===== src/rtl/alu_pkg.sv =====
// Shared op codes, FSM encoding and flag-vector layout for the execute-stage ALU.
package alu_pkg;
  localparam logic [2:0] OP_ADD = 3'b000;
  localparam logic [2:0] OP_SUB = 3'b001;
  localparam logic [2:0] OP_AND = 3'b010;
  localparam logic [2:0] OP_OR  = 3'b011;
  localparam logic [2:0] OP_XOR = 3'b100;
  localparam logic [2:0] OP_SLT = 3'b101;
  localparam logic [2:0] OP_MUL = 3'b110;
  localparam logic [2:0] OP_CLR = 3'b111;

  typedef enum logic {ST_IDLE = 1'b0, ST_MUL = 1'b1} state_t;

  localparam int FLG_OV  = 0;
  localparam int FLG_CY  = 1;
  localparam int FLG_Z   = 2;
  localparam int FLG_N   = 3;
  localparam int FLG_ERR = 4;
  localparam int FLG_W   = 5;
endpackage


===== src/rtl/alu_seq_if.sv =====
// Request/response bundle of the execute-stage ALU; master issues ops, slave is the ALU.
interface alu_seq_if #(parameter int WIDTH = 8);
  logic             in_valid;
  logic             in_ready;
  logic [2:0]       op;
  logic [WIDTH-1:0] a;
  logic [WIDTH-1:0] b;
  logic             use_acc;
  logic             out_valid;
  logic             out_ready;
  logic [WIDTH-1:0] s;
  logic             overflow;
  logic             carry;
  logic             zero;
  logic             negative;
  logic             err;
  logic             busy;
  logic [WIDTH-1:0] acc;

  modport master (
    output in_valid, op, a, b, use_acc, out_ready,
    input  in_ready, out_valid, s, overflow, carry, zero, negative, err, busy, acc
  );
  modport slave (
    input  in_valid, op, a, b, use_acc, out_ready,
    output in_ready, out_valid, s, overflow, carry, zero, negative, err, busy, acc
  );
endinterface


===== src/rtl/alu_core.sv =====
// Combinational ADD/SUB/logic/SLT datapath with signed overflow and carry/borrow.
// Zero latency, no flow control; MUL and CLR codes yield zero with flags clear.
module alu_core import alu_pkg::*; #(
  parameter int WIDTH = 8
) (
  input  logic [2:0]       op,
  input  logic [WIDTH-1:0] a,
  input  logic [WIDTH-1:0] b,
  output logic [WIDTH-1:0] y,
  output logic             overflow,
  output logic             carry
);
  logic [WIDTH:0] sum;
  logic [WIDTH:0] diff;
  logic           ov_add;
  logic           ov_sub;
  logic           lt;

  assign sum    = {1'b0, a} + {1'b0, b};
  assign diff   = {1'b0, a} - {1'b0, b};
  assign ov_add = (a[WIDTH-1] == b[WIDTH-1]) && (sum[WIDTH-1] != a[WIDTH-1]);
  assign ov_sub = (a[WIDTH-1] != b[WIDTH-1]) && (diff[WIDTH-1] != a[WIDTH-1]);
  // Signed less-than: sign of the difference, corrected when the subtraction overflowed.
  assign lt     = diff[WIDTH-1] ^ ov_sub;

  always_comb begin
    y        = '0;
    overflow = 1'b0;
    carry    = 1'b0;
    case (op)
      OP_ADD: begin
        y        = sum[WIDTH-1:0];
        overflow = ov_add;
        carry    = sum[WIDTH];
      end
      OP_SUB: begin
        y        = diff[WIDTH-1:0];
        overflow = ov_sub;
        carry    = diff[WIDTH];
      end
      OP_AND:  y = a & b;
      OP_OR:   y = a | b;
      OP_XOR:  y = a ^ b;
      OP_SLT:  y = {{(WIDTH-1){1'b0}}, lt};
      default: y = '0;
    endcase
  end
endmodule


===== src/rtl/alu_seq.sv =====
// Registered execute-stage ALU: 1-cycle ops, WIDTH-cycle shift-add MUL, accumulator operand.
// One-deep output register; in_ready drops while MUL runs or an unread result is stalled.
module alu_seq import alu_pkg::*; #(
  parameter int WIDTH  = 8,
  parameter bit MUL_EN = 1'b1
) (
  input logic   clk,
  input logic   rst,
  alu_seq_if.slave bus
);
  localparam int CW = $clog2(WIDTH);

  state_t           state, state_nxt;
  logic             can_accept, accept, is_mul;
  logic             mul_go, load, acc_load;
  logic [WIDTH-1:0] op_a;
  logic [2:0]       core_op;
  logic [WIDTH-1:0] core_a, core_b, core_y;
  logic             core_ov, core_cy;
  logic [WIDTH-1:0] mcand, prod_hi, prod_lo;
  logic [CW-1:0]    cnt;
  logic [WIDTH-1:0] s_q, acc_q, s_nxt;
  logic [FLG_W-1:0] flg_q, flg_nxt;
  logic             out_valid_q;

  assign can_accept = (state == ST_IDLE) && (!out_valid_q || bus.out_ready);
  assign accept     = bus.in_valid && can_accept;
  assign is_mul     = (bus.op == OP_MUL);
  assign op_a       = bus.use_acc ? acc_q : bus.a;

  // The multiplier borrows the core adder: partial product into the running high half.
  always_comb begin
    if (state == ST_MUL) begin
      core_op = OP_ADD;
      core_a  = prod_hi;
      core_b  = prod_lo[0] ? mcand : '0;
    end else begin
      core_op = bus.op;
      core_a  = op_a;
      core_b  = bus.b;
    end
  end

  alu_core #(.WIDTH(WIDTH)) u_core (
    .op       (core_op),
    .a        (core_a),
    .b        (core_b),
    .y        (core_y),
    .overflow (core_ov),
    .carry    (core_cy)
  );

  always_ff @(posedge clk or posedge rst) begin
    if (rst) state <= ST_IDLE;
    else     state <= state_nxt;
  end

  always_comb begin
    state_nxt = state;
    mul_go    = 1'b0;
    load      = 1'b0;
    acc_load  = 1'b0;
    s_nxt     = core_y;
    flg_nxt   = '0;
    case (state)
      ST_IDLE: begin
        if (accept) begin
          if (is_mul && MUL_EN) begin
            mul_go    = 1'b1;
            state_nxt = ST_MUL;
          end else begin
            load             = 1'b1;
            acc_load         = !is_mul;
            flg_nxt[FLG_OV]  = core_ov;
            flg_nxt[FLG_CY]  = core_cy;
            flg_nxt[FLG_ERR] = is_mul;
          end
        end
      end
      ST_MUL: begin
        if (cnt == CW'(WIDTH - 1)) begin
          load            = 1'b1;
          acc_load        = 1'b1;
          s_nxt           = {core_y[0], prod_lo[WIDTH-1:1]};
          flg_nxt[FLG_OV] = |{core_cy, core_y[WIDTH-1:1]};
          state_nxt       = ST_IDLE;
        end
      end
      default: state_nxt = ST_IDLE;
    endcase
    flg_nxt[FLG_Z] = (s_nxt == '0);
    flg_nxt[FLG_N] = s_nxt[WIDTH-1];
  end

  always_ff @(posedge clk or posedge rst) begin
    if (rst) begin
      mcand       <= '0;
      prod_hi     <= '0;
      prod_lo     <= '0;
      cnt         <= '0;
      s_q         <= '0;
      flg_q       <= '0;
      acc_q       <= '0;
      out_valid_q <= 1'b0;
    end else begin
      if (mul_go) begin
        mcand   <= op_a;
        prod_hi <= '0;
        prod_lo <= bus.b;
        cnt     <= '0;
      end else if (state == ST_MUL) begin
        {prod_hi, prod_lo} <= {core_cy, core_y, prod_lo[WIDTH-1:1]};
        cnt                <= cnt + 1'b1;
      end
      if (load) begin
        s_q         <= s_nxt;
        flg_q       <= flg_nxt;
        out_valid_q <= 1'b1;
      end else if (bus.out_ready) begin
        out_valid_q <= 1'b0;
      end
      if (acc_load) acc_q <= s_nxt;
    end
  end

  assign bus.in_ready  = can_accept;
  assign bus.out_valid = out_valid_q;
  assign bus.s         = s_q;
  assign bus.overflow  = flg_q[FLG_OV];
  assign bus.carry     = flg_q[FLG_CY];
  assign bus.zero      = flg_q[FLG_Z];
  assign bus.negative  = flg_q[FLG_N];
  assign bus.err       = flg_q[FLG_ERR];
  assign bus.busy      = (state == ST_MUL);
  assign bus.acc       = acc_q;
endmodule


===== src/flat_wrapper.sv =====
// flat-port wrapper written by rule: the top's interface ports become plain ports
module alu_seq_flat import alu_pkg::*;
#(
  parameter int WIDTH  = 8,
  parameter bit MUL_EN = 1'b1
)
  (clk, rst, bus_in_valid, bus_op, bus_a, bus_b, bus_use_acc, bus_out_ready, bus_in_ready, bus_out_valid, bus_s, bus_overflow, bus_carry, bus_zero, bus_negative, bus_err, bus_busy, bus_acc);
  alu_seq_if #(.WIDTH(WIDTH)) bus_i ();
  input logic clk;
  input logic rst;
  input wire logic [$bits(bus_i.in_valid)-1:0] bus_in_valid;
  input wire logic [$bits(bus_i.op)-1:0] bus_op;
  input wire logic [$bits(bus_i.a)-1:0] bus_a;
  input wire logic [$bits(bus_i.b)-1:0] bus_b;
  input wire logic [$bits(bus_i.use_acc)-1:0] bus_use_acc;
  input wire logic [$bits(bus_i.out_ready)-1:0] bus_out_ready;
  output wire logic [$bits(bus_i.in_ready)-1:0] bus_in_ready;
  output wire logic [$bits(bus_i.out_valid)-1:0] bus_out_valid;
  output wire logic [$bits(bus_i.s)-1:0] bus_s;
  output wire logic [$bits(bus_i.overflow)-1:0] bus_overflow;
  output wire logic [$bits(bus_i.carry)-1:0] bus_carry;
  output wire logic [$bits(bus_i.zero)-1:0] bus_zero;
  output wire logic [$bits(bus_i.negative)-1:0] bus_negative;
  output wire logic [$bits(bus_i.err)-1:0] bus_err;
  output wire logic [$bits(bus_i.busy)-1:0] bus_busy;
  output wire logic [$bits(bus_i.acc)-1:0] bus_acc;
  assign bus_i.in_valid = bus_in_valid;
  assign bus_i.op = bus_op;
  assign bus_i.a = bus_a;
  assign bus_i.b = bus_b;
  assign bus_i.use_acc = bus_use_acc;
  assign bus_i.out_ready = bus_out_ready;
  assign bus_in_ready = bus_i.in_ready;
  assign bus_out_valid = bus_i.out_valid;
  assign bus_s = bus_i.s;
  assign bus_overflow = bus_i.overflow;
  assign bus_carry = bus_i.carry;
  assign bus_zero = bus_i.zero;
  assign bus_negative = bus_i.negative;
  assign bus_err = bus_i.err;
  assign bus_busy = bus_i.busy;
  assign bus_acc = bus_i.acc;
  alu_seq #(.WIDTH(WIDTH), .MUL_EN(MUL_EN)) u_core (.clk(clk), .rst(rst), .bus(bus_i));
endmodule

===== config.mk =====
export PLATFORM = sky130hd
export DESIGN_NAME = alu_seq_flat
export DESIGN_NICKNAME = d
export VERILOG_FILES = /design/src/rtl/alu_pkg.sv /design/src/rtl/alu_seq_if.sv /design/src/rtl/alu_core.sv /design/src/rtl/alu_seq.sv /design/src/flat_wrapper.sv
export SDC_FILE = /design/constraint.sdc
export NUM_CORES = 1
export LEC_CHECK = 0
export CORE_MARGIN = 10
export CORE_UTILIZATION = 35
export CTS_CLUSTER_DIAMETER = 40
export DETAILED_ROUTE_END_ITERATION = 16
export GPL_TIMING_DRIVEN = 0
export PLACE_DENSITY = 0.55
export SLEW_MARGIN = 25
export SYNTH_ARGS = -nofsm -noshare
export SYNTH_HDL_FRONTEND = slang
export SYNTH_SLANG_ARGS = --single-unit

===== constraint.sdc =====
create_clock -name clk -period 8.5 [get_ports clk]
set_input_delay 2.125 -clock clk [delete_from_list [all_inputs] [get_ports clk]]
set_output_delay 2.125 -clock clk [all_outputs]
set_load 0.03 [all_outputs]

Word level (Yosys, flattened, before mapping):

Index checks and enable logic that the tools add are counted.

* flip-flop bits (word level): 49
* latch bits: 0
* bits in writable memories: 0
* bits in read-only memories: 0
* bits of input ports: 24
* logic and storage cells: 75
* memories kept: 0

* add/subtract/negate cells: 3
* multiply operators: 0
* div/mod/pow operators: 0
* order comparisons: 0
* equality and inequality tests: 11
* shift operators: 0
* muxes and demuxes: 35
* bitwise operators: 5
* reduce and logical (&&, ||, !) cells: 12

Operators with widths (number)
* $mux 8: 10
* $pmux 8 s6: 1
* $mux 1: 13
* $eq 3x3->1 const B: 4
* $pmux 1 s2: 6
* $add 8x8->9: 1
* $mux 3: 3
* $sub 8x8->9: 1
* $and 8x8->8: 1
* $logic_not 8->1: 1
* $or 8x8->8: 1
* $reduce_or 8->1: 1
* $xor 8x8->8: 1
* $eq 3x2->1 const B: 2
* $logic_and 1x1->1: 4
* $mux 2: 2
* $reduce_bool 2->1: 2
* $add 3x1->3 const B: 1
* $eq 3x1->1 const B: 1
* $logic_not 3->1: 1
* $ne 1x1->1: 3
* $logic_not 1->1: 2
* $eq 1x1->1: 1
* $logic_or 1x1->1: 1
* 2 further kinds: 2

Longest topological paths before layout:

* depth after elaboration: 10
* depth in mapped cells: 19
* depth with buffers taken out: 15

Modules after synthesis:

A second synthesis with hierarchy kept.

* cells, all modules: 381
* area total of the unflattened synthesis: 3447.1 um^2

Modules (own cells, without submodules)
* alu_seq: instances 1, cells an instance 211, area an instance 2225.9 um^2, sequential area each 1001.0 um^2
* alu_core: instances 1, cells an instance 170, area an instance 1221.2 um^2, sequential area each 0.0 um^2

Worst setup path after synthesis:

No wires, ideal clock.

* path kind: input port to flip-flop
* start point: in bus_use_acc
* end point: reg u_core.flg_q[0]
* arrival time: 5782 ps
* required time: 8374 ps
* path slack: 2592 ps
* stages on the path: 15
* path buffers: 1
* cell sequence: clkbuf_1 mux2_2 mux2i_1 ha_1 o21ba_2 o311ai_1 a21oi_1 o21bai_1 a21oi_1 fa_1 o211ai_1 nor2_1 nand4_1 or4_1 a221o_1

* word-level cells in the longest chain between the ends: 9
* elaborated cells between the ends (all ways): 21
* those cells by class: add/sub: 2; eq/ne: 4; mux: 9; bitwise: 3; reduce/logical: 3

RTL lines
* start, declared: line flat_wrapper.sv:15 `input wire logic [$bits(bus_i.use_acc)-1:0] bus_use_acc;`
* $mux 8 (*): line alu_seq.sv:29 `assign op_a = bus.use_acc ? acc_q : bus.a;`
* $mux 8 (*): line alu_seq.sv:33 `if (state == ST_MUL) begin`
* $sub 8x8->9 / $add 8x8->9 (equally long branches): line alu_core.sv:20, alu_core.sv:19
* $ne 1x1->1, on equally long branches: line alu_core.sv:22, alu_core.sv:21
* $logic_and 1x1->1, on equally long branches: line alu_core.sv:22, alu_core.sv:21
* $pmux 1 s2: line alu_core.sv:30 `case (op)`
* $mux 2: line alu_seq.sv:68 `if (is_mul && MUL_EN) begin`
* $mux 2: line alu_seq.sv:67 `if (accept) begin`
* $pmux 1 s2 (*): line alu_seq.sv:65 `case (state)`
* end signal, assigned: line alu_seq.sv:117 `flg_q <= flg_nxt;`
* end, declared: line alu_seq.sv:23 `logic [FLG_W-1:0] flg_q, flg_nxt;`

Every way passes the cells marked *; elsewhere a longest branch is shown, timed or not.
A chain may end at the register's enable or synchronous reset.

Final worst setup path:

Same ends and word-level chain as after synthesis.

==> summary.txt <==
Remaining Overflow, GRT: 0
Syn. warnings: 0
setup tns final: 0 ns
max incr delay on CP: 0.53 ns
DP Wirelength: 8.47 mm
Synth Flop Type: dfrtp_1
fin crit period: 6.32 ns
crit end category: flip-flop
H-tree levels: 2
clock sinks: 40
routability congestion estimate: 0.873
# setup viols final: 0
global-route wire length before repair: 17.2 mm
Fill cells: 976
CP cell instances: clkbuf_1, mux2_2, mux2i_1, ha_1, o21ba_2, o311ai_1, a21oi_1, o21bai_1, a21oi_1, fa_1, o211ai_1, nor2_1, nand4_1, or4_1, a221o_1
Iter 0 DRT Violations: 213
post_cts resized: 0
CTS tree: done
Syn Area/Cell: 8.06 um2
outcome: completed
pin count of the biggest net entering global routing: 31
Worst-Skew Late Latency: 0.30 ns
Crit path depth: 15
WP data required: 8.69 ns
row count: 36
Final Hold Fails: 0
Synth Register Bits: 40
Seq/Total Area, Yosys: 0.290
drt pass-1 iters: 6
total number of vias: 3239
top cells by area, synth: dfrtp_1 29%, ha_1 9.8%, nand2_1 8.4%
area post-placement: 0.00409 mm2
remaining antenna violation count: 0
CP max FO: 8
Hold WC Path Type: flip-flop to flip-flop
Setup crit start kind: input port
cts bufs inserted: 5
Hold Path Cell Cnt: 2
count leader, synth: nand2_1
share of the synthesized area in the top cell type: 0.290
Peak VDD IR: 0.000167 V
# hold bufs at CTS: 0
final worst setup slack: 2.18 ns
final wirelength: 10.7 mm
initial antenna violation count: 0
Tot GR Track Use: 0.148
critical path arrival: 6.50 ns
Worst Tran Pin Value: 0.836 ns
cell taking the most area after synthesis: dfrtp_1
Ant. Diodes: 0
slew margin rel.: 0.438
final worst-path cycle share: 0.743
layout cells sized above 1: 0.102
top post-synthesis cells by count: 77 x nand2_1, 40 x dfrtp_1, 34 x inv_1, 28 x nor2_1
Root Buffer: clkbuf_8
minimum hold slack: 0.477 ns
WP buf/inv: 1
kind of cell adding the most delay to the critical path: compound AO/OA/AOI/OAI gates
crit-path most repeated cell: a21oi_1
Clk pin slew, worst setup/hold paths: 0.08 ns
Leakage: 1.91 nW
Layout Skew: 0.00603 ns
vias per inst: 5.27
IO Port Bufs: 44
post-route cell area: 0.00418 mm2
MaxCap Viol Count: 0
DRC Markers: 0
Core Area: 0.00968 mm2
Max Fclk: 158 MHz
Cell Pwr Density: 413 mW/mm2
# nets final: 535
Reg2Reg Depth: 18
RSZ-0062 raised after global routing: false
Initial Util: 0.357
syn_nets: 483
critical path class: input port to flip-flop
EDFF count, synth: 0
vias in the first global route: 3192
Place WS: 1.90 ns
Slowest-stage cell, CP: fa_1
Max Buffers Root-to-Sink: 2
Die W: 119 um
Yosys cell types: 67
Synth async-reset ratio: 1.00
DR WL/cell: 17.3 um
Post-Synthesis Cells: 429
Post-CTS Repair Setup Buffers: 0
synthesized area: 0.00346 mm2
I/O pins: 48
Synth-to-Final Area Change: 21.0%
die area: 0.0142 mm2
die height: 119 um
Slew Limit Fails: 0
## layout by cell type (no fill, tap or decap), drive strengths merged, types with 12 or more instances in the layout
cell type      Yosys  layout
mux2i             12      12
ha                27      27
nand3             14      14
nand2             77      77
inv               35      35
buf               16      17
dfrtp             40      40
clkdlybuf4s50      0      44
o21ai             27      27
nor2              28      28
a21oi             13      13
clkbuf            16      22
## state kept, by name (all words and copies together), names as in the netlist
register              count
u_core.mcand              8
u_core.prod_lo            8
u_core.bus.busy           1
u_core.bus.acc            8
u_core.cnt                3
u_core.flg_q              3
u_core.bus.out_valid      1
u_core.prod_hi            8
## area by class of cell
| type | count | area, um2 | area share |
|---|---|---|---|
| flip-flops and latches | 40 | 1000 | 0.239 |
| inverters | 35 | 131 | 0.0314 |
| plain buffers | 32 | 170 | 0.0407 |
| clock buffers | 6 | 82.6 | 0.0197 |
| well taps | 133 | 166 | 0.0398 |
| clock inverters | 2 | 10.0 | 0.00239 |
| repair buffers | 45 | 460 | 0.110 |
| multi-input cells | 322 | 2160 | 0.516 |
## per-layer routing
layer / routed length (um) / part of all wire / track usage / vias to the layer above
li1: - / - / - / 1596
met5: 0 / 0 / 0 / -
met4: 117 / 0.011 / 0.0362 / 0
met2: 5110 / 0.48 / 0.242 / 73
met3: 424 / 0.040 / 0.0189 / 8
met1: 5010 / 0.47 / 0.201 / 1562
## cell families after synthesis
family | share of synthesized area
AOI/OAI and AO/OA | 0.196
xor gates and xnor gates | 0.0127
adders and majority gates | 0.115
buffers and inverters | 0.0873
DFF | 0.290
muxes | 0.0706
other | 0.00109
and+or+nand+nor | 0.227
## metrics by stage
stage	power, W	std cells	utilization
after CTS	0.00173	615	0.432
after global routing	0.00188	615	0.432
final	0.00173	615	0.432
after global placement	0.00158	606	0.420
after floorplan	0.00121	429	-
after detailed placement	0.00159	607	0.422
## worst register-to-register path: stages, from the launching register on
cell      delay (ns)
dfrtp_1         0.35
buf_2           0.21
clkbuf_1        0.40
clkbuf_1        0.52
nand3_1         0.12
o21ai_0         0.27
inv_1           0.21
ha_1            0.40
o21ba_2         0.23
o311ai_1        0.45
a21oi_1         0.16
o21bai_1        0.17
a21oi_1         0.11
fa_1            0.53
o211ai_1        0.14
nor2_1          0.13
nand4_1         0.07
or4_1           0.40
a221o_1         0.31
## worst paths after layout
| kind | startpoint | end | slack [ns] |
|---|---|---|---|
| hold / removal | u_core.mcand[3] | u_core.mcand[3] | 0.48 |
| hold reg to reg | u_core.mcand[3] | u_core.mcand[3] | 0.48 |
| setup / recovery | bus_use_acc | u_core.flg_q[0] | 2.18 |
| setup reg to reg | u_core.bus.busy | u_core.flg_q[0] | 3.22 |
| max in group asynchronous | rst | u_core.prod_lo[2] | 5.98 |
| min in group asynchronous | rst | u_core.mcand[6] | 2.07 |
## where the power goes
group | internal, W | switching, W
combinational | 0.000505 | 0.000750
clock | 0.0000649 | 0.0000699
sequential | 0.000277 | 0.0000609
(Power assumes the default switching activity.)
